[src/rtl/lbist_pkg.sv]
// Shared types and default constants for the logic BIST controller.
package lbist_pkg;

  typedef enum logic [2:0] {
    StIdle,
    StShift,
    StCapture,
    StUnload,
    StCompare,
    StDone
  } lbist_state_e;

  localparam logic [31:0] LBIST_LFSR_POLY_DEF = 32'h8020_0003;
  localparam logic [31:0] LBIST_MISR_POLY_DEF = 32'h04C1_1DB7;
  localparam logic [31:0] LBIST_SEED_DEF      = 32'h0000_0001;

endpackage

[src/rtl/lbist_misr.sv]
// Multiple-input signature register: shift-left Galois compaction of data_i.
module lbist_misr
  import lbist_pkg::*;
#(
  parameter int unsigned      WIDTH = 32,
  parameter logic [WIDTH-1:0] POLY  = WIDTH'(LBIST_MISR_POLY_DEF)
) (
  input  logic             clk,
  input  logic             rst_n,
  input  logic             clear,
  input  logic             enable,
  input  logic [WIDTH-1:0] data_i,
  output logic [WIDTH-1:0] sig_o
);

  logic [WIDTH-1:0] r_sig;
  logic [WIDTH-1:0] w_sig_next;

  always_comb begin
    w_sig_next = {r_sig[WIDTH-2:0], 1'b0} ^ (r_sig[WIDTH-1] ? POLY : '0) ^ data_i;
  end

  always_ff @(posedge clk or negedge rst_n) begin
    if (!rst_n) begin
      r_sig <= '0;
    end else if (clear) begin
      r_sig <= '0;
    end else if (enable) begin
      r_sig <= w_sig_next;
    end
  end

  assign sig_o = r_sig;

endmodule

[src/rtl/lbist_ctrl.sv]
// Logic BIST controller: LFSR pattern source, scan sequencing FSM and MISR check.
// Optional LBIST_SIG_OUT_EN exposes the final signature on misr_sig_o.
module lbist_ctrl
  import lbist_pkg::*;
#(
  parameter int unsigned           PATTERN_COUNT = 1024,
  parameter int unsigned           CHAIN_LEN     = 64,
  parameter int unsigned           SCAN_CHAINS   = 8,
  parameter int unsigned           LFSR_WIDTH    = 32,
  parameter logic [LFSR_WIDTH-1:0] LFSR_POLY     = LFSR_WIDTH'(LBIST_LFSR_POLY_DEF),
  parameter logic [LFSR_WIDTH-1:0] LFSR_SEED     = LFSR_WIDTH'(LBIST_SEED_DEF),
  parameter int unsigned           MISR_WIDTH    = 32,
  parameter logic [MISR_WIDTH-1:0] MISR_POLY     = MISR_WIDTH'(LBIST_MISR_POLY_DEF),
  parameter logic [MISR_WIDTH-1:0] GOLDEN_SIG    = '0
) (
  input  logic                   clk,
  input  logic                   rst_n,
  input  logic                   test_en,
  output logic                   scan_en_o,
  output logic [SCAN_CHAINS-1:0] scan_in_o,
  input  logic [SCAN_CHAINS-1:0] scan_out_i,
  output logic                   bist_end,
  output logic                   bist_go
`ifdef LBIST_SIG_OUT_EN
  ,
  output logic [MISR_WIDTH-1:0]  misr_sig_o
`endif
);

  localparam int unsigned SW = $clog2(CHAIN_LEN + 1);
  localparam int unsigned PW = $clog2(PATTERN_COUNT + 1);
  localparam logic [SW-1:0] ShiftLast = SW'(CHAIN_LEN - 1);
  localparam logic [PW-1:0] PatLast   = PW'(PATTERN_COUNT);

  lbist_state_e          r_state;
  logic [LFSR_WIDTH-1:0] r_lfsr;
  logic [SW-1:0]         r_shift_cnt;
  logic [PW-1:0]         r_pat_cnt;
  logic                  r_scan_en;
  logic                  r_bist_end;
  logic                  r_bist_go;

  logic [LFSR_WIDTH-1:0] w_lfsr_next;
  logic [PW-1:0]         w_pat_inc;
  logic [MISR_WIDTH-1:0] w_misr_data;
  logic [MISR_WIDTH-1:0] w_misr_sig;
  logic                  w_misr_en;
  logic                  w_misr_clr;

  always_comb begin
    w_lfsr_next = {r_lfsr[LFSR_WIDTH-2:0], ^(r_lfsr & LFSR_POLY)};
    w_pat_inc   = r_pat_cnt + PW'(1);
    w_misr_data = '0;
    w_misr_data[SCAN_CHAINS-1:0] = scan_out_i;
    // Pattern 0 unloads reset content of the chains, so it is kept out of the signature.
    w_misr_en  = ((r_state == StShift) && (r_pat_cnt != '0)) || (r_state == StUnload);
    w_misr_clr = (r_state == StIdle) || !test_en;
  end

  lbist_misr #(
    .WIDTH (MISR_WIDTH),
    .POLY  (MISR_POLY)
  ) u_misr (
    .clk    (clk),
    .rst_n  (rst_n),
    .clear  (w_misr_clr),
    .enable (w_misr_en),
    .data_i (w_misr_data),
    .sig_o  (w_misr_sig)
  );

  always_ff @(posedge clk or negedge rst_n) begin
    if (!rst_n) begin
      r_state     <= StIdle;
      r_lfsr      <= LFSR_SEED;
      r_shift_cnt <= '0;
      r_pat_cnt   <= '0;
      r_scan_en   <= 1'b0;
      r_bist_end  <= 1'b0;
      r_bist_go   <= 1'b0;
    end else if (!test_en) begin
      r_state     <= StIdle;
      r_lfsr      <= LFSR_SEED;
      r_shift_cnt <= '0;
      r_pat_cnt   <= '0;
      r_scan_en   <= 1'b0;
      r_bist_end  <= 1'b0;
      r_bist_go   <= 1'b0;
    end else begin
      unique case (r_state)
        StIdle: begin
          r_state   <= StShift;
          r_scan_en <= 1'b1;
        end
        StShift: begin
          r_lfsr <= w_lfsr_next;
          if (r_shift_cnt == ShiftLast) begin
            r_shift_cnt <= '0;
            r_scan_en   <= 1'b0;
            r_state     <= StCapture;
          end else begin
            r_shift_cnt <= r_shift_cnt + SW'(1);
          end
        end
        StCapture: begin
          r_pat_cnt <= w_pat_inc;
          r_scan_en <= 1'b1;
          r_state   <= (w_pat_inc == PatLast) ? StUnload : StShift;
        end
        StUnload: begin
          if (r_shift_cnt == ShiftLast) begin
            r_shift_cnt <= '0;
            r_scan_en   <= 1'b0;
            r_state     <= StCompare;
          end else begin
            r_shift_cnt <= r_shift_cnt + SW'(1);
          end
        end
        StCompare: begin
          r_bist_end <= 1'b1;
          r_bist_go  <= (w_misr_sig == GOLDEN_SIG);
          r_state    <= StDone;
        end
        StDone: begin
          r_state <= StDone;
        end
        default: begin
          r_state <= StIdle;
        end
      endcase
    end
  end

  assign scan_en_o = r_scan_en;
  assign scan_in_o = r_lfsr[SCAN_CHAINS-1:0];
  assign bist_end  = r_bist_end;
  assign bist_go   = r_bist_go;

`ifdef LBIST_SIG_OUT_EN
  logic [MISR_WIDTH-1:0] r_sig_out;

  always_ff @(posedge clk or negedge rst_n) begin
    if (!rst_n) begin
      r_sig_out <= '0;
    end else if (!test_en || (r_state == StIdle)) begin
      r_sig_out <= '0;
    end else if (r_state == StCompare) begin
      r_sig_out <= w_misr_sig;
    end
  end

  assign misr_sig_o = r_sig_out;
`endif

endmodule
[config.mk]
export PLATFORM = sky130hd
export DESIGN_NAME = lbist_ctrl
export DESIGN_NICKNAME = d
export VERILOG_FILES = /design/src/rtl/lbist_pkg.sv /design/src/rtl/lbist_misr.sv /design/src/rtl/lbist_ctrl.sv
export SDC_FILE = /design/constraint.sdc
export NUM_CORES = 1
export LEC_CHECK = 0
export ABC_AREA = 0
export BUFFER_PORTS_ARGS = -buffer_cell sky130_fd_sc_hd__buf_2
export CAP_MARGIN = 5
export CORE_UTILIZATION = 60
export CTS_BUF_LIST = sky130_fd_sc_hd__clkbuf_4 sky130_fd_sc_hd__clkbuf_8
export DETAILED_ROUTE_END_ITERATION = 10
export PLACE_DENSITY = 0.78
export SYNTH_ARGS = -nofsm -noshare
export SYNTH_HDL_FRONTEND = slang
export SYNTH_SLANG_ARGS = --single-unit
[constraint.sdc]
create_clock -name clk -period 3.25 [get_ports clk]
set_input_delay 0 -clock clk [delete_from_list [all_inputs] [get_ports clk]]
set_output_delay 0 -clock clk [all_outputs]
set_load 0.01 [all_outputs]
Yosys cells after proc, flatten, opt, wreduce, memory -nomap -nowiden. Cells that the tools add are included.

Add/subtract/negate cells: 2. Multipliers: 0. Divide/modulo/power cells: 0. $lt $le $gt $ge: 0. Equality and inequality tests: 15. Shift-type cells: 0. Muxes and demuxes: 22. Bitwise gates (word level): 2. Reduce and logical (&&, ||, !) cells: 14.

Operators with widths (number): $mux W32 (4); $logic_not A32 Y1 (1); $reduce_xor A32 Y1 (1); $xor A32 B32 Y32 (1); $xor A32 B8 Y32 (1); $mux W27 (1); $mux W11 (2); $mux W7 (3); $pmux W3 S5 (1); $add A11 B1 Y11 const B (1); $eq A11 B11 Y1 const B (1); $reduce_bool A11 Y1 (1); $mux W3 (3); $ne A3 B2 Y1 const B (3); $add A7 B1 Y7 const B (1); $eq A7 B6 Y1 const B (1); $eq A3 B2 Y1 const B (2); $eq A3 B3 Y1 const B (2); $mux W1 (6); $ne A2 B1 Y1 const B (3); $reduce_or A2 Y1 (3); $reduce_and A2 Y1 (2); $eq A3 B1 Y1 const B (1); $logic_not A3 Y1 (1); 8 further kinds (9).

Register bits: 88. Latch bits: 0. Bits in writable memories: 0. Bits in read-only memories: 0. Bits of input ports: 11. Memories: 0.

Logic depth before layout (Yosys ltp).
Depth in word-level cells: 5. Depth in mapped cells: 8. Mapped depth without buffers: 7.

By module. From an unflattened synthesis, not the netlist that was laid out.

Cell total of the unflattened synthesis: 474. Area total of the unflattened synthesis: 4548.1 µm².

Modules (own cells, without submodules): lbist_ctrl (times used 1, cells each 321, area each 2881.5 µm², seq. area each 1402.6 µm²); lbist_misr (times used 1, cells each 153, area each 1666.6 µm², seq. area each 800.8 µm²).

Least setup slack after synthesis. No wires, ideal clock.

Path kind: register to register. Start: register r_state[2]. End: register r_pat_cnt[10]. Library setup time: 119 ps. Data arrival time: 1476 ps. Data required time: 3131 ps. Setup slack: 1655 ps. Cell stages (with the launch flop): 7. Clock period less this slack: 1595 ps. Path through: dfrtp_1 buf_2 or3b_4 nor3_4 nand3_1 xnor2_1 and2_1.

Word-level cells in the longest chain between the ends: 2.

Ends and longest elaborated chain: start: declaration (line lbist_ctrl.sv:35) `lbist_state_e r_state;`; start signal: assignment (line lbist_ctrl.sv:74) `r_state <= StIdle;`; start signal: assignment (line lbist_ctrl.sv:82) `r_state <= StIdle;`; start signal: assignment (line lbist_ctrl.sv:92) `r_state <= StShift;`; $eq A3 B2 Y1 (line lbist_ctrl.sv:90) `unique case (r_state)`; $ne A2 B1 Y1 (no line); end signal: assignment (line lbist_ctrl.sv:106) `r_pat_cnt <= w_pat_inc;`; end: declaration (line lbist_ctrl.sv:38) `logic [PW-1:0] r_pat_cnt;`.

Every way passes these cells. A chain may end at the register's enable or synchronous reset.

Final worst setup path.
Start: register r_pat_cnt[0]. End: register u_misr.r_sig[22] (netlist: u_misr.sig_o[22]).

Word-level cells in the longest chain between the ends: 4.

Ends and longest elaborated chain: $reduce_bool A11 Y1 (line lbist_ctrl.sv:56) `w_misr_en = ((r_state == StShift) && (r_pat_cnt != '0)) || (r_state == StUnload);`; $logic_and A1 B1 Y1 (line lbist_ctrl.sv:56); $logic_or A1 B1 Y1 (line lbist_ctrl.sv:56); $reduce_bool A2 Y1 (no line); end signal: assignment (line lbist_misr.sv:29) `r_sig <= w_sig_next;`; end: declaration (line lbist_misr.sv:16) `logic [WIDTH-1:0] r_sig;`.

Every way passes these cells.

==> flow_summary_export.csv <==
group,metric,value,unit
floorplanning,die_area,7680,sq um
clock_tree,cts_tree,"done",
timing,fin_crit,2.20,ns
timing,rsz0062_at_grt,"no",
pwr,netSwitchingFraction,26.0,%
floorplanning,initial_core_util,63.4,%
clock_tree,insertion_delay,0.36,ns
final_layout,fin_nets,484,
clock_tree,post-cts-setup-buffers,0,
clock_tree,clockBufferDepth,2,
logic_synthesis,synth_ff_type,"dfrtp_1",
timing,hold_violations,0,
drt,ant_nets,0,
drt,wl_per_cell,14.0,microns
timing,slew_headroom,42.1,%
logic_synthesis,syn-cell-area,4400,sq um
critical_path,cp-end-kind,"flop",
logic_synthesis,synth.distinct_cells,45,
place,io_buffers,21,
critical_path,critPathMaxFanout,27,
critical_path,crit_arrival,2.47,ns
global_routing,grt_pass1_wl,14100,microns
final_layout,area_delta_synth_final,7.28,%
pwr,leakage,0.00197,uW
clock_tree,clk_pin_slew,0.09,ns
logic_synthesis,ys_ff_latch,88,
drt,wl,7930,microns
logic_synthesis,synth_compound_area_share,14.1,%
timing,slew_violations,0,
final_layout,final_core_utilization,68.0,%
logic_synthesis,synth_top_family_by_area,"simple AND/OR/NAND/NOR gates",
floorplanning,die_h,87.6,microns
timing,tightestPinTransition,0.868,ns
timing,hold_ws,0.0509,ns
pwr,ir_drop,0.268,mV
drt,dr.pass1.iters,4,
clock_tree,cts_max_level,3,
logic_synthesis,synthSimpleGateAreaFrac,21.6,%
logic_synthesis,synthMuxAreaShare,0.683,%
clock_tree,cts_sinks,88,
global_routing,grt_pass1_vias,3003,
status,status,"completed",
critical_path,startpoint_type,"flop",
worst_hold_path,min_from,"scan_out_i[4]",
global_routing,grt_overflow,0,
pwr,seqPwrFrac,52.1,%
final_layout,drive_above_1_share,11.0,%
pwr,p_comb_share,11.4,%
logic_synthesis,synthAdderAreaFrac,1.14,%
timing,skew,0.0186,ns
flow_run,maxCapViolCount,0,
worst_hold_path,hp-class,"input pin to flop",
critical_path,path_class,"flop to flop",
critical_path,rr_startpoint,"r_pat_cnt[0]",
logic_synthesis,synth_xor_xnor_area_share,7.57,%
floorplanning,ios,22,
final_layout,num_antenna_cells,0,
drt,drc,0,
logic_synthesis,synth_edf_count,0,
clock_tree,root_buffer,"clkbuf_8",
global_routing,grt_usage,23.4,%
drt,drt-initial-drc-count,162,
pwr,p_sw,571,uW
timing,period_share,67.7,%
timing,fin_setup_tns,0,ns
logic_synthesis,yosys_warnings,0,
floorplanning,rows,30,
pwr,clkPwrFrac,36.4,%
floorplanning,die_w,87.6,microns
timing,finalSetupViolations,0,
clock_tree,numCtsBuffers,9,
global_routing,grt_max_degree,63,
logic_synthesis,synth_area_per_cell,9.42,sq um
place,dpl.hpwl,5180,microns
logic_synthesis,yosysSeqAreaShare,50.1,%
global_routing,antenna_found_initial,0,
place,placed_cells,550,
logic_synthesis,synthArstFlopShare,100,%
critical_path,worst_ep_required_time,3.52,ns
logic_synthesis,syn_nets,482,
timing,timing.fmax,454,MHz
drt,vias_per_cell,5.55,
floorplanning,core_area,6940,sq um
drt,vias,3153,
place,gp_congestion,0.813,
final_layout,finalNonFillerCells,568,
pwr,intPower,1630,uW
logic_synthesis,synthCells,467,
critical_path,crit_path_start,"r_pat_cnt[0]",
pwr,power_density,466,nW/um^2
==> through the flow <==
step | worst slack (ns) | total power (uW) | area, sq um
final | 1.05 | 2200 | 4720
after global routing | 0.813 | 2300 | 4720
after CTS | 1.03 | 2220 | 4720
after detailed placement | 1.06 | 1420 | 4470
after global placement | 1.16 | 1410 | 4470
after floorplan | 1.65 | 1350 | 4400
==> Yosys cell counts, types with 2 or more instances <==
library cell | n | area share (%)
nand4_1 | 5 | 0.71
buf_4 | 11 | 1.9
nor3_1 | 2 | 0.23
inv_1 | 2 | 0.17
buf_2 | 15 | 1.7
nand2b_1 | 4 | 0.57
and3_1 | 4 | 0.57
nor2_1 | 21 | 1.8
a21boi_0 | 32 | 5.5
dfrtp_1 | 87 | 49
o31ai_1 | 2 | 0.34
and2_1 | 13 | 1.8
nand2_1 | 121 | 10
ha_1 | 4 | 1.1
o21ai_0 | 9 | 1.0
or3_1 | 2 | 0.28
nor4_1 | 8 | 1.1
nor2b_1 | 4 | 0.57
clkbuf_1 | 13 | 1.1
xnor2_1 | 33 | 6.6
a21oi_1 | 23 | 2.6
a211oi_1 | 12 | 2.0
xor2_1 | 5 | 1.0
mux2i_1 | 3 | 0.68
o21a_1 | 2 | 0.34
nand3_1 | 11 | 1.3
==> cells by family after synthesis <==
kind of cell               after synthesis
AOI/OAI and AO/OA                       89
DFF                                     88
muxes                                    3
adders and majority gates                4
and+or+nand+nor                        204
xor gates and xnor gates                38
buffers and inverters                   41
==> registers in the layout, summed over array words and instances, names as in the netlist <==
signal        flops
bist_end          1
bist_go           1
r_lfsr           32
r_pat_cnt        11
r_shift_cnt       7
r_state           3
scan_en_o         1
u_misr.sig_o     32
==> repair_timing <==
item	4_1_cts	5_1_grt
endpoints found under the setup margin	0	0
hold buffers	4	0
endpoints found under the hold margin	64	0
gates resized for setup	0	0
==> layout by cell type (no fill, tap or decap), types with 3 or more instances in the layout <==
master         count
buf_2             20
a21oi_1           23
a211oi_1          12
nor2_1            20
xor2_1             5
clkbuf_8           9
nor4_1             8
nand3_1           11
and2_1            13
a21boi_0          32
nand2_1          121
ha_1               4
xnor2_1           33
dfrtp_1           87
nand2b_1           4
o21ai_0            9
dlygate4sd3_1      4
and3_1             4
buf_4              6
nand4_1            5
mux2i_1            3
nor2b_1            4
==> worst paths after layout <==
kind	end	slack, ns	cells past startpoint
max in group asynchronous	r_lfsr[0]	2.10	3
max reg2reg	u_misr.sig_o[22]	1.05	7
max	u_misr.sig_o[22]	1.05	7
min	u_misr.sig_o[4]	0.05	5
min reg2reg	bist_end	0.49	1
min in group asynchronous	u_misr.sig_o[4]	0.27	2
==> power by group through the flow <==
stage / logic, uW / clock network, uW / registers (uW)
2_1_floorplan: 189 / 0 / 1160
6_report: 251 / 800 / 1150
3_3_place_gp: 245 / 0 / 1170
3_5_place_dp: 251 / 0 / 1170
4_1_cts: 256 / 818 / 1150
5_1_grt: 283 / 862 / 1150
==> final cells by class <==
class / instances / area, sq um
fillers: 544 / 2220
multi-input cells: 338 / 2000
clock buffers: 9 / 124
inverters: 2 / 7.51
flip-flops and latches: 88 / 2200
clock inverters: 5 / 81.3
well taps: 96 / 120
repair buffers: 30 / 185
==> critical path: stages, from the launching register on <==
cell,delay [ns]
dfrtp_1,0.44
inv_1,0.11
ha_1,0.21
nor4b_2,0.18
a31oi_4,0.58
buf_4,0.32
nor2_1,0.06
a211oi_1,0.21
==> routing by layer <==
metal	share of wire (%)	wire length, microns	vias up	GRT usage, %
met1	48	3810	1538	32.9
met5	0	0	-	0
met4	1.5	119	0	8.64
met3	2.2	177	11	3.39
li1	-	-	1557	-
met2	48	3830	47	37.3
No activity file was read; power rests on OpenSTA's default activity.
